--- src/rtl/axis_axi4_wr_dma.sv ---
// AXI-Stream to AXI4 write DMA: one INCR burst in flight at a time (AW, then W, then B).
// Define AXIS_AXI4_WR_DMA_4K_SPLIT_EN to keep every burst inside a 4 KB page.
module axis_axi4_wr_dma #(
    parameter int ID_W      = 1,
    parameter int ADDR_W    = 32,
    parameter int DATA_W    = 64,
    parameter int MAX_BURST = 16,
    parameter int LEN_W     = 16
) (
    input  logic                  ACLK,
    input  logic                  ARESET,
    input  logic                  cmd_valid,
    output logic                  cmd_ready,
    input  logic [ADDR_W-1:0]     cmd_addr,
    input  logic [LEN_W-1:0]      cmd_len,
    output logic                  busy,
    output logic                  done,
    output logic                  err,
    input  logic                  s_tvalid,
    output logic                  s_tready,
    input  logic [DATA_W-1:0]     s_tdata,
    input  logic [DATA_W/8-1:0]   s_tkeep,
    input  logic                  s_tlast,
    output logic [ID_W-1:0]       AWID,
    output logic                  AWVALID,
    input  logic                  AWREADY,
    output logic [ADDR_W-1:0]     AWADDR,
    output logic [7:0]            AWLEN,
    output logic [2:0]            AWSIZE,
    output logic [1:0]            AWBURST,
    output logic                  AWLOCK,
    output logic [3:0]            AWCACHE,
    output logic [2:0]            AWPROT,
    output logic [3:0]            AWQOS,
    output logic [3:0]            AWREGION,
    output logic                  WVALID,
    input  logic                  WREADY,
    output logic [DATA_W-1:0]     WDATA,
    output logic [DATA_W/8-1:0]   WSTRB,
    output logic                  WLAST,
    input  logic [ID_W-1:0]       BID,
    input  logic                  BVALID,
    output logic                  BREADY,
    input  logic [1:0]            BRESP
);
    localparam int BYTES = DATA_W / 8;
    localparam int SIZE  = $clog2(BYTES);
    localparam int LIM_W = LEN_W + 9;
    localparam logic [ADDR_W-1:0] ADDR_MASK = ~(ADDR_W'(BYTES - 1));

    typedef enum logic [2:0] {
        S_IDLE = 3'd0,
        S_CALC = 3'd1,
        S_ADDR = 3'd2,
        S_DATA = 3'd3,
        S_RESP = 3'd4,
        S_DONE = 3'd5
    } state_t;

    // Burst beats: the smaller of what is left and the per-burst cap.
    function automatic logic [8:0] f_burst_beats(input logic [LIM_W-1:0] cap,
                                                 input logic [LEN_W-1:0] rem);
        return (LIM_W'(rem) < cap) ? 9'(rem) : 9'(cap);
    endfunction

`ifdef AXIS_AXI4_WR_DMA_4K_SPLIT_EN
    // Beats that still fit before the next 4 KB page, clipped to MAX_BURST.
    function automatic logic [LIM_W-1:0] f_page_cap(input logic [11:0] off);
        return (LIM_W'((13'h1000 - {1'b0, off}) >> SIZE) < LIM_W'(MAX_BURST)) ?
               LIM_W'((13'h1000 - {1'b0, off}) >> SIZE) : LIM_W'(MAX_BURST);
    endfunction
`endif

    state_t              r_state;
    logic [ADDR_W-1:0]   r_addr;
    logic [LEN_W-1:0]    r_rem;
    logic [8:0]          r_beats;
    logic [8:0]          r_cnt;
    logic                r_cmd_ready;
    logic                r_busy;
    logic                r_done;
    logic                r_err;
    logic                r_awvalid;
    logic [ADDR_W-1:0]   r_awaddr;
    logic [7:0]          r_awlen;
    logic [2:0]          r_awsize;
    logic [1:0]          r_awburst;
    logic                r_in_data;
    logic                r_bready;

    logic                w_whs;
    logic [ADDR_W-1:0]   w_next_addr;
    logic [LEN_W-1:0]    w_next_rem;
    logic [LIM_W-1:0]    w_cap_cur;
    logic [LIM_W-1:0]    w_cap_next;
    logic [ADDR_W-1:0]   w_load_addr;
    logic [8:0]          w_load_beats;
    logic                w_unused;

    assign w_whs       = WVALID & WREADY;
    assign w_next_addr = r_addr + (ADDR_W'(r_beats) << SIZE);
    assign w_next_rem  = r_rem - LEN_W'(r_beats);
`ifdef AXIS_AXI4_WR_DMA_4K_SPLIT_EN
    assign w_cap_cur   = f_page_cap(r_addr[11:0]);
    assign w_cap_next  = f_page_cap(w_next_addr[11:0]);
`else
    assign w_cap_cur   = LIM_W'(MAX_BURST);
    assign w_cap_next  = LIM_W'(MAX_BURST);
`endif
    assign w_unused    = ^{BID, s_tlast};

    // Next AW source: a new command computes from the latched state, a follow-on
    // burst computes from the post-response address so RESP can go straight to ADDR.
    always_comb begin
        w_load_addr  = r_addr;
        w_load_beats = f_burst_beats(w_cap_cur, r_rem);
        if (r_state == S_RESP) begin
            w_load_addr  = w_next_addr;
            w_load_beats = f_burst_beats(w_cap_next, w_next_rem);
        end else begin
            w_load_addr  = r_addr;
            w_load_beats = f_burst_beats(w_cap_cur, r_rem);
        end
    end

    // Control FSM with all handshake/status outputs registered.
    always_ff @(posedge ACLK) begin
        if (ARESET) begin
            r_state     <= S_IDLE;
            r_addr      <= {ADDR_W{1'b0}};
            r_rem       <= {LEN_W{1'b0}};
            r_beats     <= 9'd0;
            r_cnt       <= 9'd0;
            r_cmd_ready <= 1'b0;
            r_busy      <= 1'b0;
            r_done      <= 1'b0;
            r_err       <= 1'b0;
            r_awvalid   <= 1'b0;
            r_awaddr    <= {ADDR_W{1'b0}};
            r_awlen     <= 8'd0;
            r_awsize    <= 3'd0;
            r_awburst   <= 2'd0;
            r_in_data   <= 1'b0;
            r_bready    <= 1'b0;
        end else begin
            r_done <= 1'b0;
            case (r_state)
                S_IDLE: begin
                    if (cmd_valid && r_cmd_ready) begin
                        r_addr      <= cmd_addr & ADDR_MASK;
                        r_rem       <= cmd_len;
                        r_err       <= 1'b0;
                        r_cmd_ready <= 1'b0;
                        r_busy      <= 1'b1;
                        r_state     <= S_CALC;
                    end else begin
                        r_cmd_ready <= 1'b1;
                    end
                end
                // A zero-length command also passes through here, so done lands
                // two cycles after the handshake just like the first AWVALID.
                S_CALC: begin
                    if (r_rem == {LEN_W{1'b0}}) begin
                        r_done  <= 1'b1;
                        r_state <= S_DONE;
                    end else begin
                        r_beats   <= w_load_beats;
                        r_awaddr  <= w_load_addr;
                        r_awlen   <= 8'(w_load_beats - 9'd1);
                        r_awsize  <= 3'(SIZE);
                        r_awburst <= 2'b01;
                        r_awvalid <= 1'b1;
                        r_state   <= S_ADDR;
                    end
                end
                S_ADDR: begin
                    if (AWREADY) begin
                        r_awvalid <= 1'b0;
                        r_cnt     <= r_beats - 9'd1;
                        r_in_data <= 1'b1;
                        r_state   <= S_DATA;
                    end
                end
                S_DATA: begin
                    if (w_whs) begin
                        if (r_cnt == 9'd0) begin
                            r_in_data <= 1'b0;
                            r_bready  <= 1'b1;
                            r_state   <= S_RESP;
                        end else begin
                            r_cnt <= r_cnt - 9'd1;
                        end
                    end
                end
                S_RESP: begin
                    if (BVALID) begin
                        r_bready <= 1'b0;
                        r_err    <= r_err | (BRESP != 2'b00);
                        r_addr   <= w_next_addr;
                        r_rem    <= w_next_rem;
                        if (w_next_rem == {LEN_W{1'b0}}) begin
                            r_done  <= 1'b1;
                            r_state <= S_DONE;
                        end else begin
                            r_beats   <= w_load_beats;
                            r_awaddr  <= w_load_addr;
                            r_awlen   <= 8'(w_load_beats - 9'd1);
                            r_awvalid <= 1'b1;
                            r_state   <= S_ADDR;
                        end
                    end
                end
                S_DONE: begin
                    r_busy      <= 1'b0;
                    r_cmd_ready <= 1'b1;
                    r_state     <= S_IDLE;
                end
                default: begin
                    r_state <= S_IDLE;
                end
            endcase
        end
    end

    assign cmd_ready = r_cmd_ready;
    assign busy      = r_busy;
    assign done      = r_done;
    assign err       = r_err;
    assign AWID      = {ID_W{1'b0}};
    assign AWVALID   = r_awvalid;
    assign AWADDR    = r_awaddr;
    assign AWLEN     = r_awlen;
    assign AWSIZE    = r_awsize;
    assign AWBURST   = r_awburst;
    assign AWLOCK    = 1'b0;
    assign AWCACHE   = 4'd0;
    assign AWPROT    = 3'd0;
    assign AWQOS     = 4'd0;
    assign AWREGION  = 4'd0;
    assign WVALID    = s_tvalid & r_in_data;
    assign s_tready  = WREADY & r_in_data;
    assign WDATA     = s_tdata;
    assign WSTRB     = s_tkeep;
    assign WLAST     = r_in_data & (r_cnt == 9'd0);
    assign BREADY    = r_bready;

endmodule

--- config.mk ---
export PLATFORM = sky130hd
export DESIGN_NAME = axis_axi4_wr_dma
export DESIGN_NICKNAME = d
export VERILOG_FILES = /design/src/rtl/axis_axi4_wr_dma.sv
export SDC_FILE = /design/constraint.sdc
export NUM_CORES = 1
export LEC_CHECK = 0
export BUFFER_PORTS_ARGS = -buffer_cell sky130_fd_sc_hd__clkbuf_2
export CAP_MARGIN = 30
export CORE_MARGIN = 1
export CORE_UTILIZATION = 51
export DETAILED_ROUTE_END_ITERATION = 16
export PLACE_DENSITY_LB_ADDON = 0.2
export RECOVER_POWER = 50
export SKIP_LAST_GASP = 1
export SLEW_MARGIN = 10
export SYNTH_ARGS = -nofsm -noshare
export SYNTH_HDL_FRONTEND = slang
export SYNTH_SLANG_ARGS = --single-unit
--- constraint.sdc ---
create_clock -name ACLK -period 5 [get_ports ACLK]
set_clock_uncertainty 0.05 [all_clocks]
set_input_delay 0.25 -clock ACLK [delete_from_list [all_inputs] [get_ports ACLK]]
set_output_delay 0.25 -clock ACLK [all_outputs]
set_load 0.05 [all_outputs]
==> flow_metrics.env <==
export IMPL_status="completed"
export IMPL_setup_tns_ps=0
export IMPL_intPower_uw=2300
export IMPL_crit_type="reg -> reg"
export IMPL_start_util=0.520
export IMPL_syn_inst=990
export IMPL_clk_pin_slew_ps=70
export IMPL_num_antenna_cells=0
export IMPL_cts_resized=0
export IMPL_gp_congestion=0.910
export IMPL_reg2reg_from="r_beats[0]"
export IMPL_p_leak_uw=0.00291
export IMPL_wirelength_um=19900
export IMPL_wire_per_inst_um=17.0
export IMPL_finalNonFillerCells=1169
export IMPL_fin_crit_sh=0.839
export IMPL_holdBufCountCts=0
export IMPL_finalSetupViolCount=0
export IMPL_worst_r2r_path_depth=18
export IMPL_synth_edf_count=0
export IMPL_grt_first_pass_wirelength_um=31300
export IMPL_cts_setup_buffers=0
export IMPL_cts_made_buffers=9
export IMPL_die_area_sq_um=15300
export IMPL_fmax_ghz=0.238
export IMPL_worstSkewPairLatency_ps=360
export IMPL_power_frac_seq=0.291
export IMPL_utilization=0.532
export IMPL_place_hpwl_um=13900
export IMPL_final_common_cell="nor2_1"
export IMPL_worst_pin_slew_ps=936
export IMPL_ys_top_cells_by_area="dfxtp_1, buf_4, nor2_1"
export IMPL_fp_row_count=44
export IMPL_num_vias=6961
export IMPL_crit_chain="ha_1, inv_1, fa_1, a21oi_2, o221a_2, xor2_1, and4_1, nand4b_1, nor4_1, buf_4, nand2_1, o21a_1, ha_1, and3_1, a311o_1, a311o_1, nand2_1, a21oi_1"
export IMPL_power_uw=4590
export IMPL_drtIter0Drc=481
export IMPL_core_sq_um=14500
export IMPL_via_per_inst=5.95
export IMPL_peakVddDrop_v=0.000249
export IMPL_port_buffers=102
export IMPL_synth_top_cell_area_share=0.295
export IMPL_finalHoldViolations=0
export IMPL_post_route_min_period_ps=4190
export IMPL_cts_htree_levels=3
export IMPL_cp_slowest_cell="fa_1"
export IMPL_fill_cells=1532
export IMPL_slowest_delay_ps=410
export IMPL_area_growth_pct=2.19
export IMPL_cts_tree="built"
export IMPL_ant_nets=0
export IMPL_slew_headroom=0.376
export IMPL_comb_power_share=0.556
export IMPL_final_nets=1134
export IMPL_grt_max_degree=81
export IMPL_maxCapViolCount=0
export IMPL_critPathRequiredTime_ps=5190
export IMPL_synth_main_ff_cell="dfxtp_1"
export IMPL_worst_ep_arrival_time_ps=4380
export IMPL_io_pins=274
export IMPL_grt_pass1_vias=6129
export IMPL_async_reset_ff_frac=0
export IMPL_rsz0062_at_grt="false"
export IMPL_holdPathStages=3
export IMPL_clock_power_share=0.153
export IMPL_netlist_area_sq_um=7530
export IMPL_mostFrequentLayoutCells="nor2_1, dfxtp_1, nand2_1"
export IMPL_sw_frac_of_total=0.499
export IMPL_syn_area_per_cell_sq_um=7.61
export IMPL_holdWs_ps=74.3
export IMPL_antenna_found_initial=0
export IMPL_cts_sinks=111
export IMPL_end_kind="flip-flop"
export IMPL_powerDensity_nw_per_um2=596
export IMPL_final_max_slew_viol_count=0
export IMPL_reg2reg_slack_ps=810
export IMPL_start_kind="flip-flop"
export IMPL_drt_first_pass_iters=5
export IMPL_synth_largest_area_cell="dfxtp_1"
export IMPL_clockRootBuffer="clkbuf_16"
export IMPL_track_usage=0.262
export IMPL_crit_fanout=8
export IMPL_dieWidth_um=124
export IMPL_power_switching_uw=2290
export IMPL_cts_buffer_depth=2
export IMPL_ys_types=71
export IMPL_dp_cells=1154
export IMPL_hold_path_class="in -> reg"
export IMPL_synth_warnings=0
export IMPL_hold_path_startpoint="cmd_len[1]"
export IMPL_cp_startpoint="r_beats[0]"
export IMPL_grt_overflow=0
export IMPL_fp_dieH_um=124
export IMPL_ys_ff_latch=111
export IMPL_yosysSeqAreaShare=0.295
export IMPL_drive_gt1_frac=0.111
export IMPL_drc=0
==> flip-flops by register name (all words and copies together), names as in the netlist <==
name and count:
r_addr 29, r_rem 16, busy 1, AWLEN 8, r_cnt 9, r_in_data 1
done 1, cmd_ready 1, err 1, r_state 3, AWBURST 1, BREADY 1
AWVALID 1, AWADDR 29, r_beats 9
==> Yosys cell counts, drive strengths merged (4+ instances only) <==
library cell,count
a21o,9
a211oi,33
clkbuf,47
nand3,19
buf,108
ha,20
a31oi,15
a22oi,7
xnor2,26
nand2,85
o21a,9
a311oi,5
o22ai,5
inv,24
and3,15
nor2,130
a32oi,5
o21ai,43
dfxtp,111
and2,6
a221oi,12
nand4,12
o21bai,6
nand2b,12
nor4,13
or3,8
xor2,14
nor2b,8
mux2i,6
a21oi,79
nor3,40
o211ai,7
a222oi,4
==> logic make-up after synthesis <==
kind of cell,after synthesis,synth area share
adder cells (fa/ha/maj),22,0.0385
XOR/XNOR,40,0.0465
flip-flops,111,0.295
other,1,0.000498
buffers and inverters,181,0.144
AND/OR/NAND/NOR,362,0.225
AO/OA/AOI/OAI,265,0.240
multiplexers,8,0.0110
==> per-layer routing <==
layer / up-vias / GRT usage / share of wire
li1: 3399 / - / -
met4: 0 / 0.0881 / 0.016
met5: - / 0 / 0
met3: 46 / 0.0558 / 0.071
met1: 3263 / 0.368 / 0.48
met2: 253 / 0.395 / 0.43
==> power by group through the flow <==
stage                     combinational [uW]  clock [uW]  sequential (uW)
after floorplan                         1860           0             1680
after global placement                  2550           0             1350
after detailed placement                2560           0             1350
after CTS                               2570         714             1330
after global routing                    2800         739             1370
final                                   2560         702             1340
==> layout make-up <==
type,count,area [sq um],share of cell area
multi-input cells,719,4330,0.562
flip-flops and latches,111,2220,0.289
repair buffers,114,548,0.0712
clock buffers,12,256,0.0333
well taps,184,230,0.0299
inverters,26,97.6,0.0127
clock inverters,3,18.8,0.00244
==> path summary, 6_finish.rpt <==
kind,to
setup / recovery,AWLEN[2]
hold / removal,r_rem[1]
setup reg to reg,AWLEN[2]
hold reg to reg,AWLEN[6]
==> worst max-delay path: cells and delay by family (launching register included) <==
kind | cells | cell delay [ps]
xor gates and xnor gates | 1 | 240
AOI/OAI and AO/OA | 6 | 1360
adders and majority gates | 3 | 890
buffers and inverters | 2 | 250
and+or+nand+nor | 6 | 900
DFF | 1 | 380
==> per-stage QoR <==
step,cell area (sq um),setup WS (ps)
6_report,7700,806
5_1_grt,7700,487
3_5_place_dp,7480,861
2_1_floorplan,7610,1170
4_1_cts,7750,837
3_3_place_gp,7480,886
(Power assumes the default switching activity.)
